`config.mk`:
```
export PLATFORM = sky130hd
export DESIGN_NAME = sram_march_tester_flat
export DESIGN_NICKNAME = d
export VERILOG_FILES = /design/src/rtl/sram_test_pkg.sv /design/src/rtl/sram_march_tester_if.sv /design/src/rtl/sram_op_issuer.sv /design/src/rtl/sram_march_tester.sv /design/src/flat_wrapper.sv
export SDC_FILE = /design/constraint.sdc
export NUM_CORES = 1
export LEC_CHECK = 0
export ABC_AREA = 1
export BUFFER_PORTS_ARGS = -buffer_cell sky130_fd_sc_hd__buf_2
export CAP_MARGIN = 20
export CORE_MARGIN = 5
export CORE_UTILIZATION = 38
export DETAILED_ROUTE_END_ITERATION = 8
export PLACE_DENSITY = 0.56
export SYNTH_ARGS = -nofsm -noshare
export SYNTH_HDL_FRONTEND = slang
export SYNTH_HIERARCHICAL = 1
export SYNTH_SLANG_ARGS = --single-unit
export TNS_END_PERCENT = 10
```
`constraint.sdc`:
```
create_clock -name clk -period 2.5 [get_ports clk]
set_input_delay 0.5 -clock clk [delete_from_list [all_inputs] [get_ports clk]]
set_output_delay 0.5 -clock clk [all_outputs]
set_load 0.02 [all_outputs]
```
`src/rtl/sram_test_pkg.sv`:
```
`default_nettype none
// ------------------------------------------------------------------
// sram_test_pkg : shared types and data-pattern helper for the march BIST
// Revision 1.0
// ------------------------------------------------------------------
package sram_test_pkg;

   localparam int DEFAULT_TIMEOUT = 16;

   typedef enum logic [1:0] {
      PH_P0 = 2'd0,
      PH_P1 = 2'd1,
      PH_P2 = 2'd2
   } phase_e;

   typedef enum logic [2:0] {
      ST_IDLE    = 3'd0,
      ST_ISSUE   = 3'd1,
      ST_WAIT    = 3'd2,
      ST_ADVANCE = 3'd3,
      ST_DONE    = 3'd4
   } state_e;

   typedef enum logic [1:0] {
      PAT_ZERO    = 2'd0,
      PAT_CHECKER = 2'd1,
      PAT_ADDR    = 2'd2,
      PAT_ONES    = 2'd3
   } pattern_e;

   function automatic logic [7:0] pattern_data(input logic [7:0] addr_lo, input pattern_e sel);
      case (sel)
         PAT_ZERO:    return 8'h00;
         PAT_CHECKER: return 8'h55;
         PAT_ADDR:    return addr_lo;
         default:     return 8'hFF;
      endcase
   endfunction

endpackage
`default_nettype wire

```
`src/rtl/sram_march_tester_if.sv`:
```
`default_nettype none
// ------------------------------------------------------------------
// sram_march_tester_if : command/response bus between the BIST and the SRAM controller
// Revision 1.0
// ------------------------------------------------------------------
interface sram_march_tester_if #(
   parameter int ADDR_W = 21,
   parameter int DATA_W = 8
) ();
   logic              mem_start;
   logic              mem_rw;
   logic [ADDR_W-1:0] mem_addr;
   logic [DATA_W-1:0] mem_wdata;
   logic [DATA_W-1:0] mem_rdata;
   logic              mem_ready;
   logic              mem_busy;

   modport master (
      output mem_start, mem_rw, mem_addr, mem_wdata,
      input  mem_rdata, mem_ready, mem_busy
   );

   modport slave (
      input  mem_start, mem_rw, mem_addr, mem_wdata,
      output mem_rdata, mem_ready, mem_busy
   );
endinterface
`default_nettype wire

```
`src/rtl/sram_op_issuer.sv`:
```
`default_nettype none
// ------------------------------------------------------------------
// sram_op_issuer : registers one command onto the bus and waits for busy or a timeout
// Revision 1.0
// ------------------------------------------------------------------
module sram_op_issuer
   import sram_test_pkg::*;
#(
   parameter int ADDR_W  = 21,
   parameter int DATA_W  = 8,
   parameter int TIMEOUT = DEFAULT_TIMEOUT
) (
   input  logic              clk,
   input  logic              reset_n,
   input  logic              issue,
   input  logic              cmd_rw,
   input  logic [ADDR_W-1:0] cmd_addr,
   input  logic [DATA_W-1:0] cmd_wdata,
   output logic              op_done,
   output logic              op_timeout,
   sram_march_tester_if.master mem
);
   localparam int CNT_W = $clog2(TIMEOUT + 1);

   logic             waiting;
   logic [CNT_W-1:0] wait_cnt;

   assign op_done    = waiting && mem.mem_busy;
   assign op_timeout = waiting && !mem.mem_busy && (wait_cnt == CNT_W'(TIMEOUT));

   // Address/rw/data only load on issue, so they stay put for the whole wait.
   always_ff @(posedge clk or negedge reset_n) begin
      if (!reset_n) begin
         mem.mem_start <= 1'b0;
         mem.mem_rw    <= 1'b1;
         mem.mem_addr  <= '0;
         mem.mem_wdata <= '0;
         waiting       <= 1'b0;
         wait_cnt      <= '0;
      end else begin
         mem.mem_start <= issue;
         if (issue) begin
            mem.mem_rw    <= cmd_rw;
            mem.mem_addr  <= cmd_addr;
            mem.mem_wdata <= cmd_wdata;
         end
         if (mem.mem_start) begin
            waiting  <= 1'b1;
            wait_cnt <= '0;
         end else if (op_done || op_timeout) begin
            waiting <= 1'b0;
         end else if (waiting) begin
            wait_cnt <= wait_cnt + 1'b1;
         end
      end
   end

endmodule
`default_nettype wire

```
`src/rtl/sram_march_tester.sv`:
```
`default_nettype none
// ------------------------------------------------------------------
// sram_march_tester : three-element march BIST sequencer with read-back compare
// Revision 1.0
// ------------------------------------------------------------------
module sram_march_tester
   import sram_test_pkg::*;
#(
   parameter int ADDR_W  = 21,
   parameter int DATA_W  = 8,
   parameter int ERR_W   = 16,
   parameter int TIMEOUT = DEFAULT_TIMEOUT
) (
   input  logic              clk,
   input  logic              reset_n,
   input  logic              test_start,
   input  logic [1:0]        pattern_sel,
   input  logic [ADDR_W-1:0] last_addr,
   sram_march_tester_if.master mem,
   output logic              test_busy,
   output logic              test_done,
   output logic              test_pass,
   output logic              test_timeout,
   output logic [ERR_W-1:0]  err_count,
   output logic [ADDR_W-1:0] first_err_addr,
   output logic [DATA_W-1:0] first_err_data
);
   state_e            state, next_state;
   phase_e            phase, nxt_phase, op_phase;
   logic [ADDR_W-1:0] cur_addr, nxt_addr, op_addr, last_r;
   logic              p1_write, nxt_p1w, op_p1w;
   pattern_e          sel_r, op_sel;
   logic              issue, load_first, last_op;
   logic              op_done, op_timeout;
   logic              cmd_rw;
   logic [DATA_W-1:0] cmd_pat, cmd_wdata, cur_pat, exp_data;
   logic              mismatch;

   always_ff @(posedge clk or negedge reset_n) begin
      if (!reset_n) state <= ST_IDLE;
      else          state <= next_state;
   end

   always_comb begin
      next_state = state;
      issue      = 1'b0;
      load_first = 1'b0;
      case (state)
         ST_IDLE, ST_DONE: begin
            if (test_start) begin
               next_state = ST_ISSUE;
               issue      = 1'b1;
               load_first = 1'b1;
            end
         end
         ST_ISSUE: next_state = ST_WAIT;
         ST_WAIT: begin
            if (op_timeout)   next_state = ST_DONE;
            else if (op_done) next_state = ST_ADVANCE;
         end
         ST_ADVANCE: begin
            if (last_op) begin
               next_state = ST_DONE;
            end else begin
               next_state = ST_ISSUE;
               issue      = 1'b1;
            end
         end
         default: next_state = ST_IDLE;
      endcase
   end

   // Successor of the current op; P1 alternates read/write at each address.
   always_comb begin
      nxt_phase = phase;
      nxt_addr  = cur_addr;
      nxt_p1w   = 1'b0;
      last_op   = 1'b0;
      case (phase)
         PH_P0: begin
            if (cur_addr == last_r) begin
               nxt_phase = PH_P1;
               nxt_addr  = '0;
            end else begin
               nxt_addr = cur_addr + 1'b1;
            end
         end
         PH_P1: begin
            if (!p1_write)                nxt_p1w   = 1'b1;
            else if (cur_addr == last_r)  nxt_phase = PH_P2;
            else                          nxt_addr  = cur_addr + 1'b1;
         end
         default: begin
            if (cur_addr == '0) last_op  = 1'b1;
            else                nxt_addr = cur_addr - 1'b1;
         end
      endcase
   end

   assign op_phase  = load_first ? PH_P0 : nxt_phase;
   assign op_addr   = load_first ? '0 : nxt_addr;
   assign op_p1w    = load_first ? 1'b0 : nxt_p1w;
   assign op_sel    = load_first ? pattern_e'(pattern_sel) : sel_r;
   assign cmd_rw    = (op_phase == PH_P2) || ((op_phase == PH_P1) && !op_p1w);
   assign cmd_pat   = DATA_W'(pattern_data(8'(op_addr), op_sel));
   assign cmd_wdata = cmd_rw ? '0 : ((op_phase == PH_P0) ? cmd_pat : ~cmd_pat);

   always_ff @(posedge clk or negedge reset_n) begin
      if (!reset_n) begin
         phase    <= PH_P0;
         cur_addr <= '0;
         p1_write <= 1'b0;
         sel_r    <= PAT_ZERO;
         last_r   <= '0;
      end else if (issue) begin
         phase    <= op_phase;
         cur_addr <= op_addr;
         p1_write <= op_p1w;
         if (load_first) begin
            sel_r  <= op_sel;
            last_r <= last_addr;
         end
      end
   end

   sram_op_issuer #(
      .ADDR_W  (ADDR_W),
      .DATA_W  (DATA_W),
      .TIMEOUT (TIMEOUT)
   ) u_issuer (
      .clk        (clk),
      .reset_n    (reset_n),
      .issue      (issue),
      .cmd_rw     (cmd_rw),
      .cmd_addr   (op_addr),
      .cmd_wdata  (cmd_wdata),
      .op_done    (op_done),
      .op_timeout (op_timeout),
      .mem        (mem)
   );

   // P1 reads expect the true pattern, P2 reads its complement.
   assign cur_pat  = DATA_W'(pattern_data(8'(mem.mem_addr), sel_r));
   assign exp_data = (phase == PH_P1) ? cur_pat : ~cur_pat;
   assign mismatch = (state == ST_WAIT) && mem.mem_rw && mem.mem_ready && (mem.mem_rdata != exp_data);

   always_ff @(posedge clk or negedge reset_n) begin
      if (!reset_n) begin
         test_busy      <= 1'b0;
         test_done      <= 1'b0;
         test_pass      <= 1'b0;
         test_timeout   <= 1'b0;
         err_count      <= '0;
         first_err_addr <= '0;
         first_err_data <= '0;
      end else begin
         test_busy <= (next_state != ST_IDLE) && (next_state != ST_DONE);
         if (load_first) begin
            test_done      <= 1'b0;
            test_pass      <= 1'b0;
            test_timeout   <= 1'b0;
            err_count      <= '0;
            first_err_addr <= '0;
            first_err_data <= '0;
         end else begin
            if (mismatch) begin
               if (err_count != {ERR_W{1'b1}}) err_count <= err_count + 1'b1;
               if (err_count == '0) begin
                  first_err_addr <= mem.mem_addr;
                  first_err_data <= mem.mem_rdata;
               end
            end
            if (op_timeout) test_timeout <= 1'b1;
            if ((next_state == ST_DONE) && (state != ST_DONE)) begin
               test_done <= 1'b1;
               test_pass <= (err_count == '0) && !op_timeout;
            end
         end
      end
   end

endmodule
`default_nettype wire

```
`src/flat_wrapper.sv`:
```
// flat-port wrapper written by rule: the top's interface ports become plain ports
module sram_march_tester_flat import sram_test_pkg::*;
#(
   parameter int ADDR_W  = 21,
   parameter int DATA_W  = 8,
   parameter int ERR_W   = 16,
   parameter int TIMEOUT = DEFAULT_TIMEOUT
)
  (clk, reset_n, test_start, pattern_sel, last_addr, test_busy, test_done, test_pass, test_timeout, err_count, first_err_addr, first_err_data, mem_mem_start, mem_mem_rw, mem_mem_addr, mem_mem_wdata, mem_mem_rdata, mem_mem_ready, mem_mem_busy);
  sram_march_tester_if #(.ADDR_W(ADDR_W), .DATA_W(DATA_W)) mem_i ();
  input  logic clk;
  input  logic reset_n;
  input  logic test_start;
  input  logic [1:0] pattern_sel;
  input  logic [ADDR_W-1:0] last_addr;
  output logic test_busy;
  output logic test_done;
  output logic test_pass;
  output logic test_timeout;
  output logic [ERR_W-1:0] err_count;
  output logic [ADDR_W-1:0] first_err_addr;
  output logic [DATA_W-1:0] first_err_data;
  output wire logic [$bits(mem_i.mem_start)-1:0] mem_mem_start;
  output wire logic [$bits(mem_i.mem_rw)-1:0] mem_mem_rw;
  output wire logic [$bits(mem_i.mem_addr)-1:0] mem_mem_addr;
  output wire logic [$bits(mem_i.mem_wdata)-1:0] mem_mem_wdata;
  input wire logic [$bits(mem_i.mem_rdata)-1:0] mem_mem_rdata;
  input wire logic [$bits(mem_i.mem_ready)-1:0] mem_mem_ready;
  input wire logic [$bits(mem_i.mem_busy)-1:0] mem_mem_busy;
  assign mem_mem_start = mem_i.mem_start;
  assign mem_mem_rw = mem_i.mem_rw;
  assign mem_mem_addr = mem_i.mem_addr;
  assign mem_mem_wdata = mem_i.mem_wdata;
  assign mem_i.mem_rdata = mem_mem_rdata;
  assign mem_i.mem_ready = mem_mem_ready;
  assign mem_i.mem_busy = mem_mem_busy;
  sram_march_tester #(.ADDR_W(ADDR_W), .DATA_W(DATA_W), .ERR_W(ERR_W), .TIMEOUT(TIMEOUT)) u_core (.clk(clk), .reset_n(reset_n), .test_start(test_start), .pattern_sel(pattern_sel), .last_addr(last_addr), .mem(mem_i), .test_busy(test_busy), .test_done(test_done), .test_pass(test_pass), .test_timeout(test_timeout), .err_count(err_count), .first_err_addr(first_err_addr), .first_err_data(first_err_data));
endmodule
```
==> results_dict.tcl, run 1 <==
set metrics [dict create \
    drive_above_1_share 0.2189 \
    grt_antenna_before_repair 0 \
    cts_tree "built" \
    intPower_mw 5.794 \
    drc_errors 0 \
    finClkSkew_ps 20.89 \
    finalCritPeriodShare 0.9533 \
    fillers 2239 \
    seqPwrFrac 0.308 \
    yosys.area_share.adder 0.01026 \
    synth_top_family_by_area "simple AND/OR/NAND/NOR gates" \
    fp.dieW_um 159.9 \
    cts_buffers 17 \
    final_nets 1364 \
    insertion_delay_ps 430 \
    wl_per_cell_um 15.80 \
    outcome "finished clean" \
    finalMaxSlewViolations 0 \
    place_congestion 0.9668 \
    muxShareOfSynthArea 0.03959 \
    cts_sinks 136 \
    yosys.area.top_type "dfrtp_1" \
    dr_total_vias 8066 \
    cp.required_ps 2810 \
    busiest_layer "met2" \
    p_clk_frac 0.261 \
    io_buffers 115 \
    rsz0062_at_grt "yes" \
    tns_ps 0 \
    synth-simple-area-share 0.3364 \
    finalCriticalPeriod_ps 2383 \
    root_buffer "clkbuf_16" \
    synth_warnings 6 \
    grt_max_degree 60 \
    crit_top_cell "nand2_1" \
    grt_pass1_wl_mm 41.59 \
    critPathMaxFanout 6 \
    synthToLayoutAreaGrowth_pct 21.33 \
    comb_power_share 0.431 \
    grt.met2_usage 0.3115 \
    grt_use_met3 0.03814 \
    synth.avg_cell_area_um2 7.232 \
    post-route-util 0.4715 \
    dieArea_um2 25550 \
    max_stage_delay_ps 420 \
    worst-endpoint-arrival_ps 2690 \
    top_level_ports 116 \
    viasPerCell 4.998 \
    cts_htree_levels 4 \
    rr_startpoint "u_core/cur_addr[7]$_DFFE_PN0P_" \
    synth_area_leaders "dfrtp_1, nand2_1, nand3_1, inv_1, nor2_1" \
    slew_headroom 0.5826 \
    grt_util_met1 0.2882 \
    dp_hpwl_mm 19.11 \
    setup_viol 0 \
    max-clock-path-buffers 2 \
    timing.fmax_mhz 419.6 \
    rows 54 \
    drv_cap 0 \
    end_kind "flop" \
    reg2regPathDepth 11 \
    drtAntennaViolNets 0 \
    overflow 0 \
    crit_cells 11 \
    core_um2 21960 \
    grt_pass1_vias 7716 \
    swShare 0.4157 \
    synthCells 1180 \
    hold_viol 0 \
    hp-class "input pin to flop" \
    synth_compound_area_frac 0.07141 \
    p_sw_mw 4.123 \
    drt-initial-drc-count 588 \
    whs_path_depth 3 \
    worstPathCellList "buf_4 -> nand2_1 -> nor3_1 -> nand2_1 -> nor3_1 -> nand2_1 -> nand2_1 -> o21ai_0 -> a21o_1 -> and2_1 -> mux2_2" \
    routed_wl_mm 25.51 \
    ys_seq_area_frac 0.3990 \
    cp_top_family "simple AND/OR/NAND/NOR gates" \
    clkTransAtPathRegs_ps 70 \
    holdPathEnd "u_core/last_r[0]$_DFFE_PN0P_" \
    peakVddDrop_mv 0.4899 \
    critPathBufInv 1 \
    grt.total_usage 0.2003 \
    synth-xor-area-share 0.05616 \
    slowest_stage "dfrtp_1" \
    synth_seq_cells 136 \
    powerDensity_nw_per_um2 957.8 \
    synth_cell_types 40 \
    n_antenna_cell 0 \
    power_leakage_nw 5.549 \
    synth_area_um2 8533 \
    start_util 0.3886 \
    die_h_um 159.9 \
    r2r_setup_slack_ps 120 \
    r2r-end "u_core/u_issuer/mem.mem_addr[12]$_DFFE_PN0P_" \
    synth_top_area_frac 0.3959 \
    startpoint_type "flop" \
    crit_type "flop to flop" \
    tightestPinTransition_ps 625.4 \
    min_from "last_addr[0]" \
    dr.pass1.iters 6 \
    syn_nets 1223 \
]
[per-stage QoR]
stage / power [mW] / std cells / hold WS (ps) / setup WS (ps) / instance area, um2
floorplan: 5.844 / 1180 / 204.4 / 14.02 / 8533
detailed placement: 7.331 / 1580 / 430.3 / 21.08 / 9694
global route: 10.65 / 1614 / 259.8 / -17.21 / 10350
global placement: 7.270 / 1579 / 426.3 / 72.09 / 9687
CTS: 9.964 / 1613 / 249.8 / 19.86 / 10310
finish: 9.917 / 1614 / 256.4 / 116.7 / 10350
[flip-flops by register name, indices dropped and copies added, names as in the netlist]
signal / flops
u_core/cur_addr: 21
u_core/err_count: 16
u_core/first_err_addr: 21
u_core/first_err_data: 8
u_core/last_r: 21
u_core/p1_write: 1
u_core/phase: 2
u_core/sel_r: 2
u_core/state: 3
u_core/test_busy: 1
u_core/test_done: 1
u_core/test_pass: 1
u_core/test_timeout: 1
u_core/u_issuer/mem.mem_addr: 21
u_core/u_issuer/mem.mem_rw: 1
u_core/u_issuer/mem.mem_start: 1
u_core/u_issuer/mem.mem_wdata: 8
u_core/u_issuer/wait_cnt: 5
u_core/u_issuer/waiting: 1
[cell usage in the layout (no fill, tap or decap), types with 26 or more instances in the layout]
cell and n:
mux2_2 30, buf_4 62, o21ai_0 67, xor2_1 40
inv_1 98, dfrtp_1 125, buf_2 114, nand2_1 365
nand3_1 127, nor2_1 93, a21oi_1 30, nand4_1 26
[power by group through the flow]
stage / Clock (mW) / Combinational, mW / Sequential (mW)
after floorplan: 0 / 2.73 / 3.12
after global placement: 0 / 4.18 / 3.09
after detailed placement: 0 / 4.24 / 3.09
after CTS: 2.65 / 4.26 / 3.05
after global routing: 2.76 / 4.77 / 3.13
final: 2.59 / 4.28 / 3.05
[tightest hold or removal path, delay by kind of cell]
family,cells,cell delay (ps)
and+or+nand+nor,2,80
buffers and inverters,1,70
[final cells by class]
| class | instances | area [um2] | area share |
|---|---|---|---|
| inverters | 110 | 412.9 | 0.03988 |
| flip-flops and latches | 136 | 3417 | 0.3300 |
| multi-input cells | 873 | 4414 | 0.4263 |
| clock buffers | 18 | 429.2 | 0.04145 |
| clock inverters | 14 | 172.7 | 0.01668 |
| repair buffers | 183 | 1157 | 0.1118 |
| well taps | 280 | 350.3 | 0.03384 |
[metal layers]
layer  share of wire  vias up
met4           0.012        0
met1            0.47     3733
met2            0.45      233
met5               0        -
met3           0.061       21
li1                -     4079
[cells in the mapped netlist (all sizes together)]
library cell	count
nor3b	1
buf	43
nand3b	1
nor2	103
a31oi	3
xnor2	12
and2	7
a21o	1
a21oi	30
nand2	373
mux2	30
nand3	131
dfstp	1
inv	110
nand4	26
and3	2
xor2	41
ha	7
o211ai	8
o21bai	1
dfrtp	135
o21ai	73
nor4	4
or2	1
clkbuf	18
nor3	18
[cells by family (layout without fill, tap and decap cells)]
family / count (synthesis) / in the layout
buffers and inverters: 171 / 325
AND/OR/NAND/NOR: 667 / 667
AO/OA/AOI/OAI: 116 / 116
XOR/XNOR: 53 / 53
adder cells (fa/ha/maj): 7 / 7
flip-flops: 136 / 136
multiplexers: 30 / 30
[worst max path at each step]
stage,start,to,slack [ps]
after floorplan,u_core/cur_addr[6]$_DFFE_PN0P_,u_core/u_issuer/mem.mem_wdata[0]$_DFFE_PN0P_,10
after global placement,u_core/cur_addr[12]$_DFFE_PN0P_,u_core/u_issuer/mem.mem_addr[13]$_DFFE_PN0P_,70
after detailed placement,u_core/cur_addr[12]$_DFFE_PN0P_,u_core/u_issuer/mem.mem_wdata[0]$_DFFE_PN0P_,20
after CTS,u_core/cur_addr[12]$_DFFE_PN0P_,u_core/u_issuer/mem.mem_wdata[0]$_DFFE_PN0P_,20
after global routing,u_core/cur_addr[0]$_DFFE_PN0P_,u_core/u_issuer/mem.mem_wdata[6]$_DFFE_PN0P_,-20
final,u_core/cur_addr[7]$_DFFE_PN0P_,u_core/u_issuer/mem.mem_addr[12]$_DFFE_PN0P_,120
[what timing repair did]
action,CTS,global route
setup buffers,0,1
hold buffers,1,0
setup endpoints to repair,0,42
gates resized for setup,0,23
endpoints found under the hold margin,34,0
(Power assumes the default switching activity.)
==> run 2: changes to the inputs <==
SETUP_SLACK_MARGIN = 0.2   (was not set)
==> run 2 against run 1 <==
Net effect:
- critical path depth rose by 3
- via count is 4.1% higher
- largest power group unchanged
- sequential power about the same
- first-iteration DRC count up 7.1%
- clock-buffer cell count increased by 1
- worst hold slack worse by 190 ps
- clock skew down 6.1 ps
- worst setup slack gained 59 ps
- critical path type unchanged
- total power is 3.1% higher
==> results_dict.tcl, run 2 (synthesis results as in run 1) <==
set metrics [dict create \
    cts_tree "built" \
    postLayoutCellArea_um2 10860 \
    finalMaxSlewViolations 0 \
    p_total_mw 10.22 \
    dr.pass1.iters 8 \
    timing.fmax_mhz 430.2 \
    setup_viol 0 \
    die_h_um 159.9 \
    power_leakage_nw 5.795 \
    drtAntennaViolNets 0 \
    intPower_mw 5.825 \
    rows 54 \
    cts_buffers 17 \
    max-clock-path-buffers 2 \
    wl_per_cell_um 16.44 \
    start_util 0.3886 \
    outcome "finished clean" \
    mostFrequentLayoutCells "nand2_1, nand3_1, dfrtp_1, buf_2, inv_1" \
    n_antenna_cell 0 \
    swShare 0.4301 \
    hold_viol 0 \
    startpoint_type "flop" \
    tightestPinTransition_ps 636.6 \
    grt_pass1_wl_mm 43.79 \
    finalCritPeriodShare 0.9299 \
    viasPerCell 5.087 \
    top_level_ports 116 \
    crit_type "flop to flop" \
    critPathMaxFanout 6 \
    root_buffer "clkbuf_16" \
    routed_wl_mm 27.15 \
    cp.required_ps 2800 \
    dr_total_vias 8399 \
    io_buffers 115 \
    postCtsHoldBufs 0 \
    p_sw_mw 4.397 \
    finClkSkew_ps 14.76 \
    seqPwrFrac 0.297 \
    grt_pass1_vias 7994 \
    layout_commonest_cell "nand2_1" \
    dieArea_um2 25550 \
    cts_htree_levels 4 \
    drc_errors 0 \
    final_nets 1401 \
    dp_hpwl_mm 20.14 \
    grt_antenna_before_repair 1 \
    hp-class "input pin to async pin" \
    overflow 0 \
    synthToLayoutAreaGrowth_pct 27.24 \
    postPlaceCellArea_um2 9838 \
    post-route-util 0.4945 \
    drv_cap 0 \
    insertion_delay_ps 430 \
    rsz0062_at_grt "yes" \
    end_kind "flop" \
    drt-initial-drc-count 630 \
    fp.dieW_um 159.9 \
    place_congestion 0.9221 \
    powerDensity_nw_per_um2 941.4 \
    p_clk_frac 0.242 \
    regArea_um2 3417 \
    core_um2 21960 \
    fillers 2193 \
    grt_max_degree 62 \
    slew_headroom 0.5751 \
    cts_sinks 136 \
    grt.total_usage 0.2124 \
    worst-endpoint-arrival_ps 2620 \
    peakVddDrop_mv 0.5589 \
    clkTransAtPathRegs_ps 60 \
    finalCriticalPeriod_ps 2325 \
    drive_above_1_share 0.2684 \
    multi_input_area_um2 4607 \
    comb_power_share 0.461 \
]
==> run 2: changes by cell type in the layout (fill, tap and decap cells not counted), sizes merged <==
cell	before	now
clkinv	3	6
bufinv	3	1
clkinvlp	5	3
buf	182	218
clkbuf	18	21
dlygate4sd3	1	0
==> run 2: path summary, 6_finish.rpt <==
path                            slack, ps                                            to                            startpoint  cells past startpoint
worst min register to register        490          u_core/first_err_data[7]$_DFFE_PN0P_  u_core/first_err_data[7]$_DFFE_PN0P_                      2
min in group clk                      270                 u_core/last_r[18]$_DFFE_PN0P_                         last_addr[18]                      3
worst min-delay path                   60         u_core/first_err_addr[18]$_DFFE_PN0P_                               reset_n                      1
worst max-delay path                  180  u_core/u_issuer/mem.mem_addr[12]$_DFFE_PN0P_        u_core/cur_addr[1]$_DFFE_PN0P_                     14
max in group asynchronous            1790        u_core/u_issuer/mem.mem_rw$_DFFE_PN1P_                               reset_n                      2
worst max register to register        180  u_core/u_issuer/mem.mem_addr[12]$_DFFE_PN0P_        u_core/cur_addr[1]$_DFFE_PN0P_                     14
==> run 2: layer usage <==
metal,up-vias,GRT usage,share of wire
met4,2,0.05280,0.014
met5,-,0,0.00070
met1,3929,0.3077,0.48
met2,277,0.3270,0.45
li1,4158,-,-
met3,33,0.04304,0.063
==> run 2: metrics by stage <==
stage               cells  worst slack, ps  TNS (ps)  hold WS, ps
detailed placement   1597           -82.07    -410.4        482.1
global placement     1596           -54.99    -840.9        476.1
finish               1651            175.3         0        63.49
floorplan            1180            95.29         0        204.4
global route         1651            63.63         0        118.5
CTS                  1635            174.7         0        86.12
==> run 2: power groups by stage <==
stage | registers (mW) | clock network, mW | logic (mW)
after global placement | 3.06 | 0 | 4.36
after CTS | 3.03 | 2.53 | 4.51
after floorplan | 3.12 | 0 | 2.73
final | 3.03 | 2.47 | 4.71
after detailed placement | 3.06 | 0 | 4.41
after global routing | 3.10 | 2.61 | 5.19
==> run 2: layout make-up <==
cell class | count | share of cell area
Clock buffer | 19 | 0.04079
Clock inverter | 13 | 0.01129
Inverter | 110 | 0.03849
Multi-Input combinational cell | 873 | 0.4243
Sequential cell | 136 | 0.3147
Tap cell | 280 | 0.03227
Timing Repair Buffer | 220 | 0.1382
==> run 2: repair_timing <==
action | in CTS | in global routing
gates resized for setup | 27 | 61
pin swaps | 9 | 19
endpoints found under the setup margin | 66 | 80
hold endpoints to repair | 0 | 0
setup buffers | 6 | 16
==> run 2: critical path, cell delays in order, from the launching register on <==
cell and delay (ps):
dfrtp_2 440, buf_4 140, nand2_1 50, nand2_1 40, nor2_1 80, nand2_1 60
nor2_2 150, nand3_4 120, buf_6 150, nand2_8 70, clkbuf_2 190, a21oi_1 90
a21o_1 170, and2_1 170, mux2_2 260
